`config.mk`:
```
export PLATFORM = sky130hd
export DESIGN_NAME = key_debounce
export DESIGN_NICKNAME = d
export VERILOG_FILES = /design/src/rtl/key_debounce.sv
export SDC_FILE = /design/constraint.sdc
export NUM_CORES = 1
export LEC_CHECK = 0
export CAP_MARGIN = 20
export CELL_PAD_IN_SITES_DETAIL_PLACEMENT = 1
export CELL_PAD_IN_SITES_GLOBAL_PLACEMENT = 1
export CORE_MARGIN = 3
export CORE_UTILIZATION = 40
export DETAILED_ROUTE_END_ITERATION = 6
export PLACE_DENSITY_LB_ADDON = 0.12
export SLEW_MARGIN = 10
export SYNTH_ARGS = -nofsm -noshare
export SYNTH_HDL_FRONTEND = slang
export SYNTH_SLANG_ARGS = --single-unit
```
`constraint.sdc`:
```
create_clock -name clk -period 4 [get_ports clk]
set_input_delay 0.8 -clock clk [delete_from_list [all_inputs] [get_ports clk]]
set_output_delay 0.8 -clock clk [all_outputs]
set_load 0.01 [all_outputs]
```
`src/rtl/key_debounce.sv`:
```
// Key input stage: two-flop synchroniser plus an independent stability-counter debouncer per
// key. Produces clean active-low levels, one-cycle press/release strobes, an any-pressed flag
// and the 1-based index of the lowest pressed key.
module key_debounce #(
    parameter int unsigned KEY_W      = 6,
    parameter int unsigned DEB_CYCLES = 1000000,
    parameter int unsigned CNT_W      = 20
) (
    input  logic             clk,
    input  logic             rst,
    input  logic [KEY_W-1:0] key_in,
    output logic [KEY_W-1:0] key_out,
    output logic [KEY_W-1:0] key_press,
    output logic [KEY_W-1:0] key_release,
    output logic             key_any,
    output logic [2:0]       key_code
);

    // key_code is 3 bits wide, so at most seven keys can be encoded.
    if (KEY_W > 7) begin : g_bad_key_w
        $fatal(1, "key_debounce: KEY_W must be 7 or less");
    end

    if ((DEB_CYCLES < 2) || (64'(DEB_CYCLES) > ((64'd1 << CNT_W) - 64'd1))) begin : g_bad_deb
        $fatal(1, "key_debounce: DEB_CYCLES must be in 2..2**CNT_W-1");
    end

    localparam logic [CNT_W-1:0] CntLast = CNT_W'(DEB_CYCLES - 1);

    logic [KEY_W-1:0] sync1_q, sync2_q;
    logic [KEY_W-1:0] out_q, out_d;
    logic [KEY_W-1:0] press_q, press_d;
    logic [KEY_W-1:0] release_q, release_d;
    logic [CNT_W-1:0] cnt_q [KEY_W];
    logic [CNT_W-1:0] cnt_d [KEY_W];
    logic             any_q, any_d;
    logic [2:0]       code_q, code_d;

    // Two-stage synchroniser; resets to released so no spurious press leaves reset.
    always_ff @(posedge clk) begin
        if (rst) begin
            sync1_q <= '1;
            sync2_q <= '1;
        end else begin
            sync1_q <= key_in;
            sync2_q <= sync1_q;
        end
    end

    // Per-key stability counting, level acceptance and strobe generation.
    always_comb begin
        out_d     = out_q;
        press_d   = '0;
        release_d = '0;
        for (int i = 0; i < KEY_W; i++) begin
            cnt_d[i] = '0;
            if (sync2_q[i] != out_q[i]) begin
                if (cnt_q[i] == CntLast) begin
                    out_d[i]     = sync2_q[i];
                    press_d[i]   = ~sync2_q[i];
                    release_d[i] = sync2_q[i];
                end else begin
                    cnt_d[i] = cnt_q[i] + CNT_W'(1);
                end
            end
        end
    end

    // Summary flags are derived from next-state levels so they line up with key_out.
    always_comb begin
        any_d  = ~&out_d;
        code_d = 3'd0;
        for (int i = KEY_W - 1; i >= 0; i--) begin
            if (!out_d[i]) begin
                code_d = 3'(i + 1);
            end
        end
    end

    // Debouncer state and registered outputs.
    always_ff @(posedge clk) begin
        if (rst) begin
            out_q     <= '1;
            press_q   <= '0;
            release_q <= '0;
            any_q     <= 1'b0;
            code_q    <= 3'd0;
            for (int i = 0; i < KEY_W; i++) begin
                cnt_q[i] <= '0;
            end
        end else begin
            out_q     <= out_d;
            press_q   <= press_d;
            release_q <= release_d;
            any_q     <= any_d;
            code_q    <= code_d;
            for (int i = 0; i < KEY_W; i++) begin
                cnt_q[i] <= cnt_d[i];
            end
        end
    end

    assign key_out     = out_q;
    assign key_press   = press_q;
    assign key_release = release_q;
    assign key_any     = any_q;
    assign key_code    = code_q;

endmodule
```
==> impl_metrics.env, run 1 <==
export IMPL_tightest_slew_ns=0.706
export IMPL_min_from="sync1_q[3]"
export IMPL_required_ns=4.31
export IMPL_whs_ns=0.410
export IMPL_p_switching_mw=0.659
export IMPL_fillers=1734
export IMPL_via_per_inst=5.13
export IMPL_total_power_mw=3.13
export IMPL_initialDrtViolationCount=109
export IMPL_post_place_ws_ns=1.25
export IMPL_r2r_setup_slack_ns=1.47
export IMPL_status="completed"
export IMPL_crit_slowest_cell="nor4_1"
export IMPL_synth_edf_count=0
export IMPL_cap_violations=0
export IMPL_grt_ovfl_total=0
export IMPL_p_comb_share_pct=1.1
export IMPL_dp_hpwl_um=9330
export IMPL_fmax_mhz=395
export IMPL_synth_seq_area_share_pct=49.5
export IMPL_rows=44
export IMPL_critPathLaunchType="flop"
export IMPL_syn_area_per_cell_um2=9.09
export IMPL_min_to="sync2_q[3]"
export IMPL_routedWlPerCell_um=14.3
export IMPL_finalCritPeriodShare_pct=63.3
export IMPL_synth_seq_cells=154
export IMPL_grt_busiest_layer="met2"
export IMPL_layout_cells_non_filler=915
export IMPL_synth_top_cells_by_count="dfxtp_1 (154), nor2_1 (128), xor2_1 (62), nand2_1 (45), nand3_1 (40)"
export IMPL_path_class="flop to flop"
export IMPL_clock_path_buffers=2
export IMPL_cts_root_buf="clkbuf_16"
export IMPL_crit_chain="ha_1 > and4_1 > nand2_1 > nor4_1 > mux2i_1 > nor3_1 > a21oi_1"
export IMPL_skew_ns=0.00560
export IMPL_die_w_um=131
export IMPL_cts_made_buffers=17
export IMPL_final_nets=732
export IMPL_dpl_cell_count=883
export IMPL_placed_area_mm2=0.00669
export IMPL_peakVddDrop_mv=0.296
export IMPL_cp_max_fo=6
export IMPL_p_per_area_mw_per_mm2=431
export IMPL_cts_num_sinks=154
export IMPL_num_io_pins=30
export IMPL_clk_latency_ns=0.42
export IMPL_drv_slew=0
export IMPL_synth_nets=700
export IMPL_fp_dieArea_mm2=0.0171
export IMPL_fin_setup_tns_ns=0
export IMPL_finalWirelength_um=13000
export IMPL_timing_slew_headroom_pct=53.0
export IMPL_setup_viol=0
export IMPL_drc=0
export IMPL_grt_pass1_wl_um=22300
export IMPL_timing_final_crit_period_ns=2.53
export IMPL_min_path_cells=1
export IMPL_grt_usage_pct=16.4
export IMPL_grt_pass1_vias=4807
export IMPL_met3_usage_pct=5.53
export IMPL_fin_util_pct=48.9
export IMPL_drive_gt1_share_pct=7.11
export IMPL_hold_viol_final=0
export IMPL_diodes=0
export IMPL_p_sw_share_pct=21.0
export IMPL_start_util_pct=41.9
export IMPL_slowest_delay_ns=0.52
export IMPL_postSynthCellCount=686
export IMPL_rr_worst_depth=7
export IMPL_yosysTopAreaCell="dfxtp_1"
export IMPL_antenna_found_initial=0
export IMPL_die_h_um=131
export IMPL_grt_use_met2_pct=27.2
export IMPL_endpoint_kind="flop"
export IMPL_area_growth_pct=16.6
export IMPL_p_int_mw=2.47
export IMPL_p_leak_nw=2.43
export IMPL_vias=4690
export IMPL_hold_class="flop to flop"
export IMPL_port_buffers=29
export IMPL_drt_pass1_iterations=4
export IMPL_ctsResizeCount=0
export IMPL_grt_max_degree=23
export IMPL_synth_top_cell_area_share_pct=49.5
export IMPL_coreArea_mm2=0.0149
export IMPL_h_tree_depth=4
export IMPL_rsz0062_at_grt="no"
export IMPL_synth_area_leaders="dfxtp_1 (49%), xor2_1 (8.7%), nor2_1 (7.7%), xnor2_1 (5.2%), nand3_1 (3.2%)"
export IMPL_regToRegStartpoint="cnt_q[2][0]"
export IMPL_seq_power_share_pct=49.4
export IMPL_cts_tree="built"
export IMPL_async_flop_share_pct=0
export IMPL_clkPwrFrac_pct=49.5
export IMPL_ys_flop_type="dfxtp_1"
export IMPL_gp_congestion=0.805
export IMPL_syn_cell_area_mm2=0.00623
export IMPL_finalInstanceArea_mm2=0.00727
export IMPL_use_met1_pct=20.4
export IMPL_cts_hold_buf=0
export IMPL_yosysWarningCount=0
export IMPL_clk_pin_slew_ns=0.06
export IMPL_arrival_ns=2.84
export IMPL_cts_setup_buffers=0
export IMPL_ys_types=39
export IMPL_yosysMostFrequentCell="dfxtp_1"
export IMPL_ant_nets=0
export IMPL_r2r_end="key_any"
export IMPL_fin_ws_ns=1.47
==> metal layers <==
| layer | routed length [µm] | vias to the layer above |
|---|---|---|
| met3 | 400 | 15 |
| met1 | 6400 | 2233 |
| met5 | 0 | - |
| met4 | 151 | 0 |
| met2 | 6090 | 52 |
| li1 | - | 2390 |
==> worst max-delay path by stage <==
stage	start	cells past startpoint	to
after floorplan	cnt_q[2][0]	8	key_code[0]
after global placement	rst	4	cnt_q[2][2]
after detailed placement	rst	4	cnt_q[2][5]
after CTS	cnt_q[2][0]	7	key_any
after global routing	cnt_q[2][0]	7	key_any
final	cnt_q[2][0]	7	key_any
==> critical path: cells and delay by family, from the launching register on <==
family,cells,cell delay (ns)
fa+ha+maj,1,0.20
flops,1,0.34
simple gates,4,1.07
mux,1,0.52
compound gates,1,0.27
==> power groups by stage <==
stage / Combinational [mW] / Sequential, mW / Clock (mW)
floorplan: 0.0211 / 1.58 / 0
global placement: 0.0330 / 1.58 / 0
detailed placement: 0.0340 / 1.58 / 0
CTS: 0.0340 / 1.55 / 1.60
global route: 0.0374 / 1.55 / 1.67
finish: 0.0333 / 1.55 / 1.55
==> registers in the layout, indices dropped and copies added (netlist names) <==
signal,count
sync2_q,6
key_any,1
key_code,3
sync1_q,6
key_press,6
cnt_q,120
key_out,6
key_release,6
==> cell type report <==
cell class	instances	area, µm²	share of cell area [%]
clock buffer	17	425	5.85
clock inverter	15	151	2.08
multi-input combinational	507	3050	42.0
tap	184	230	3.17
sequential	154	3080	42.4
timing repair buffer	30	298	4.10
inverter	8	30.0	0.413
==> cells by family (layout without fill, tap and decap cells) <==
| kind of cell | after synthesis | count (layout) | synth area share [%] |
|---|---|---|---|
| fa+ha+maj | 6 | 6 | 1.20 |
| xor+xnor | 99 | 99 | 13.9 |
| buf+inv | 25 | 70 | 1.61 |
| simple gates | 365 | 365 | 30.0 |
| compound gates | 30 | 30 | 2.63 |
| mux | 7 | 7 | 1.20 |
| flops | 154 | 154 | 49.5 |
==> layout by cell type, fill, tap and decap left out, types with 3 or more instances in the layout <==
master,count
clkdlybuf4s50_1,29
nand2b_1,18
and4_1,9
clkbuf_16,17
or4_1,3
and2_1,4
clkinvlp_4,6
clkinv_2,4
nand4b_1,4
o21ai_0,11
or3_1,12
inv_1,8
dfxtp_1,154
nand4_1,21
nor4_1,7
or2_2,14
and3_1,30
nor3_1,14
nor2_1,128
nor4b_1,7
xor2_1,62
mux2i_1,5
nand3_1,40
xnor2_1,37
nand2_1,45
ha_1,6
a21oi_1,15
Power figures use the tool's default switching activity.
==> run 2, diff against run 1 <==
==> constraint.sdc (replaced) <==
create_clock -name clk -period 2.65 [get_ports clk]
set_input_delay 0.53 -clock clk [delete_from_list [all_inputs] [get_ports clk]]
set_output_delay 0.53 -clock clk [all_outputs]
set_load 0.01 [all_outputs]
==> run 2 against run 1 <==
  * Sequential cell count is the same
  * Non-clock buffer count grew 3
  * Register-to-register slack lost 1.2 ns
  * Power grew 55%
  * Sequential share of layout area shrank 0.32 points
  * Die area is the same
  * Final cell count grew 0.33%
  * Combinational power grew 57%
  * Wire length grew 2.4%
  * Critical endpoint is now key_code[0]
==> impl_metrics.env, run 2 (synthesized netlist as in run 1, its figures left out) <==
export IMPL_fp_dieArea_mm2=0.0171
export IMPL_vias=4731
export IMPL_arrival_ns=2.69
export IMPL_seq_area_mm2=0.00308
export IMPL_largest_register_ffs=120
export IMPL_port_buffers=29
export IMPL_layout_cells_non_filler=918
export IMPL_endpoint_kind="flop"
export IMPL_p_per_area_mw_per_mm2=662
export IMPL_gp_congestion=0.783
export IMPL_peakVddDrop_mv=0.473
export IMPL_r2r_end="key_code[0]"
export IMPL_timing_slew_headroom_pct=57.1
export IMPL_clk_pin_slew_ns=0.06
export IMPL_cp_max_fo=6
export IMPL_min_to="sync2_q[4]"
export IMPL_cts_made_buffers=17
export IMPL_area_growth_pct=17.5
export IMPL_status="completed"
export IMPL_crit_family="simple AND/OR/NAND/NOR gates"
export IMPL_crit_buf_inv=0
export IMPL_cts_setup_buffers=0
export IMPL_die_w_um=131
export IMPL_start_util_pct=41.9
export IMPL_num_io_pins=30
export IMPL_clk_latency_ns=0.42
export IMPL_required_ns=2.98
export IMPL_grt_usage_pct=17.2
export IMPL_p_leak_nw=2.47
export IMPL_regToRegStartpoint="cnt_q[2][0]"
export IMPL_whs_ns=0.409
export IMPL_hold_viol_final=0
export IMPL_crit_slowest_cell="nor4_1"
export IMPL_fmax_mhz=423
export IMPL_grt_pass1_vias=4977
export IMPL_drv_slew=0
export IMPL_drt_pass1_iterations=4
export IMPL_crit_chain="ha_1 > and4_1 > nand2_1 > nor4_1 > mux2i_2 > a21oi_1 > o31ai_1"
export IMPL_routedWlPerCell_um=14.5
export IMPL_coreArea_mm2=0.0149
export IMPL_r2r_setup_slack_ns=0.28
export IMPL_hold_class="flop to flop"
export IMPL_cts_hold_buf=0
export IMPL_grt_max_degree=30
export IMPL_antenna_found_initial=0
export IMPL_cts_num_sinks=154
export IMPL_dpl_cell_count=886
export IMPL_final_cell_mix="dfxtp_1 (154), nor2_1 (128), xor2_1 (62)"
export IMPL_final_nets=735
export IMPL_h_tree_depth=4
export IMPL_path_class="flop to flop"
export IMPL_final_common_cell="dfxtp_1"
export IMPL_rsz0062_at_grt="no"
export IMPL_min_from="sync1_q[4]"
export IMPL_max_flop_register="cnt_q"
export IMPL_slowest_delay_ns=0.50
export IMPL_fillers=1735
export IMPL_setup_viol=0
export IMPL_timing_final_crit_period_ns=2.37
export IMPL_tightest_slew_ns=0.641
export IMPL_dp_hpwl_um=9520
export IMPL_grt_ovfl_total=0
export IMPL_clock_path_buffers=2
export IMPL_drive_gt1_share_pct=7.22
export IMPL_via_per_inst=5.15
export IMPL_rr_worst_depth=7
export IMPL_cap_violations=0
export IMPL_grt_pass1_wl_um=23700
export IMPL_cts_root_buf="clkbuf_16"
export IMPL_finalWirelength_um=13400
export IMPL_multi_input_comb_area_mm2=0.00305
export IMPL_initialDrtViolationCount=183
export IMPL_skew_ns=0.00532
export IMPL_fin_setup_tns_ns=0
export IMPL_min_path_cells=1
export IMPL_cts_tree="built"
export IMPL_rows=44
export IMPL_diodes=0
export IMPL_critPathLaunchType="flop"
export IMPL_ant_nets=0
export IMPL_finalCritPeriodShare_pct=89.3
export IMPL_drc=0
export IMPL_die_h_um=131
[run 2: cell types whose count changed in the layout (fill, tap and decap cells not counted), sizes merged]
cell,change
clkbuf,+5
bufinv,+1
clkinv,-2
clkinvlp,-4
buf,+3
[run 2: power breakdown]
group	total, mW	switching [mW]	leakage (nW)	internal, mW
combinational	0.0524	0.0280	0.935	0.0244
clock	2.46	0.927	0.291	1.53
sequential	2.33	0.00746	1.24	2.33
total	4.85	0.963	2.47	3.88
[run 2: worst max path at each step]
stage | start | end | slack [ns] | depth (start not counted)
global route | cnt_q[2][0] | key_any | 0.05 | 7
CTS | cnt_q[2][0] | key_code[0] | 0.19 | 7
detailed placement | cnt_q[2][0] | key_code[0] | 0.21 | 7
finish | cnt_q[2][0] | key_code[0] | 0.28 | 7
floorplan | cnt_q[2][0] | key_code[0] | 0.57 | 8
global placement | cnt_q[2][0] | key_code[0] | 0.38 | 7
[run 2: timing repair]
item                       CTS  global route
hold endpoints to repair     0             0
setup endpoints to repair    0             2
gates resized for setup      0             1
[run 2: worst reg2reg max path: cells and delay by family (launching register included)]
family,cells,cell delay [ns]
muxes,1,0.45
adders and majority gates,1,0.20
DFF,1,0.35
AOI/OAI and AO/OA,2,0.31
and+or+nand+nor,3,0.96
[run 2: cell type report]
class                      instances  share of cell area, %
timing repair buffer              33                   4.37
sequential                       154                   42.1
clock buffer                      22                   6.34
tap                              184                   3.14
clock inverter                    10                   1.93
inverter                           8                  0.410
multi-input combinational        507                   41.7
[run 2: stage by stage]
step	power, mW	utilization, %	setup WS [ns]	instance area [µm²]
finish	4.85	49.3	0.284	7320
CTS	4.92	49.2	0.188	7320
global route	5.03	49.3	0.0545	7320
detailed placement	2.44	45.2	0.213	6710
global placement	2.44	45.2	0.381	6710
floorplan	2.41	-	0.571	6230
[run 2: routing by layer]
layer	global-route usage, %	vias up	share of wire, %
li1	-	2396	-
met1	21.7	2260	47
met2	28.5	58	48
met3	4.07	17	3.4
met4	6.96	0	1.2
met5	0	-	0
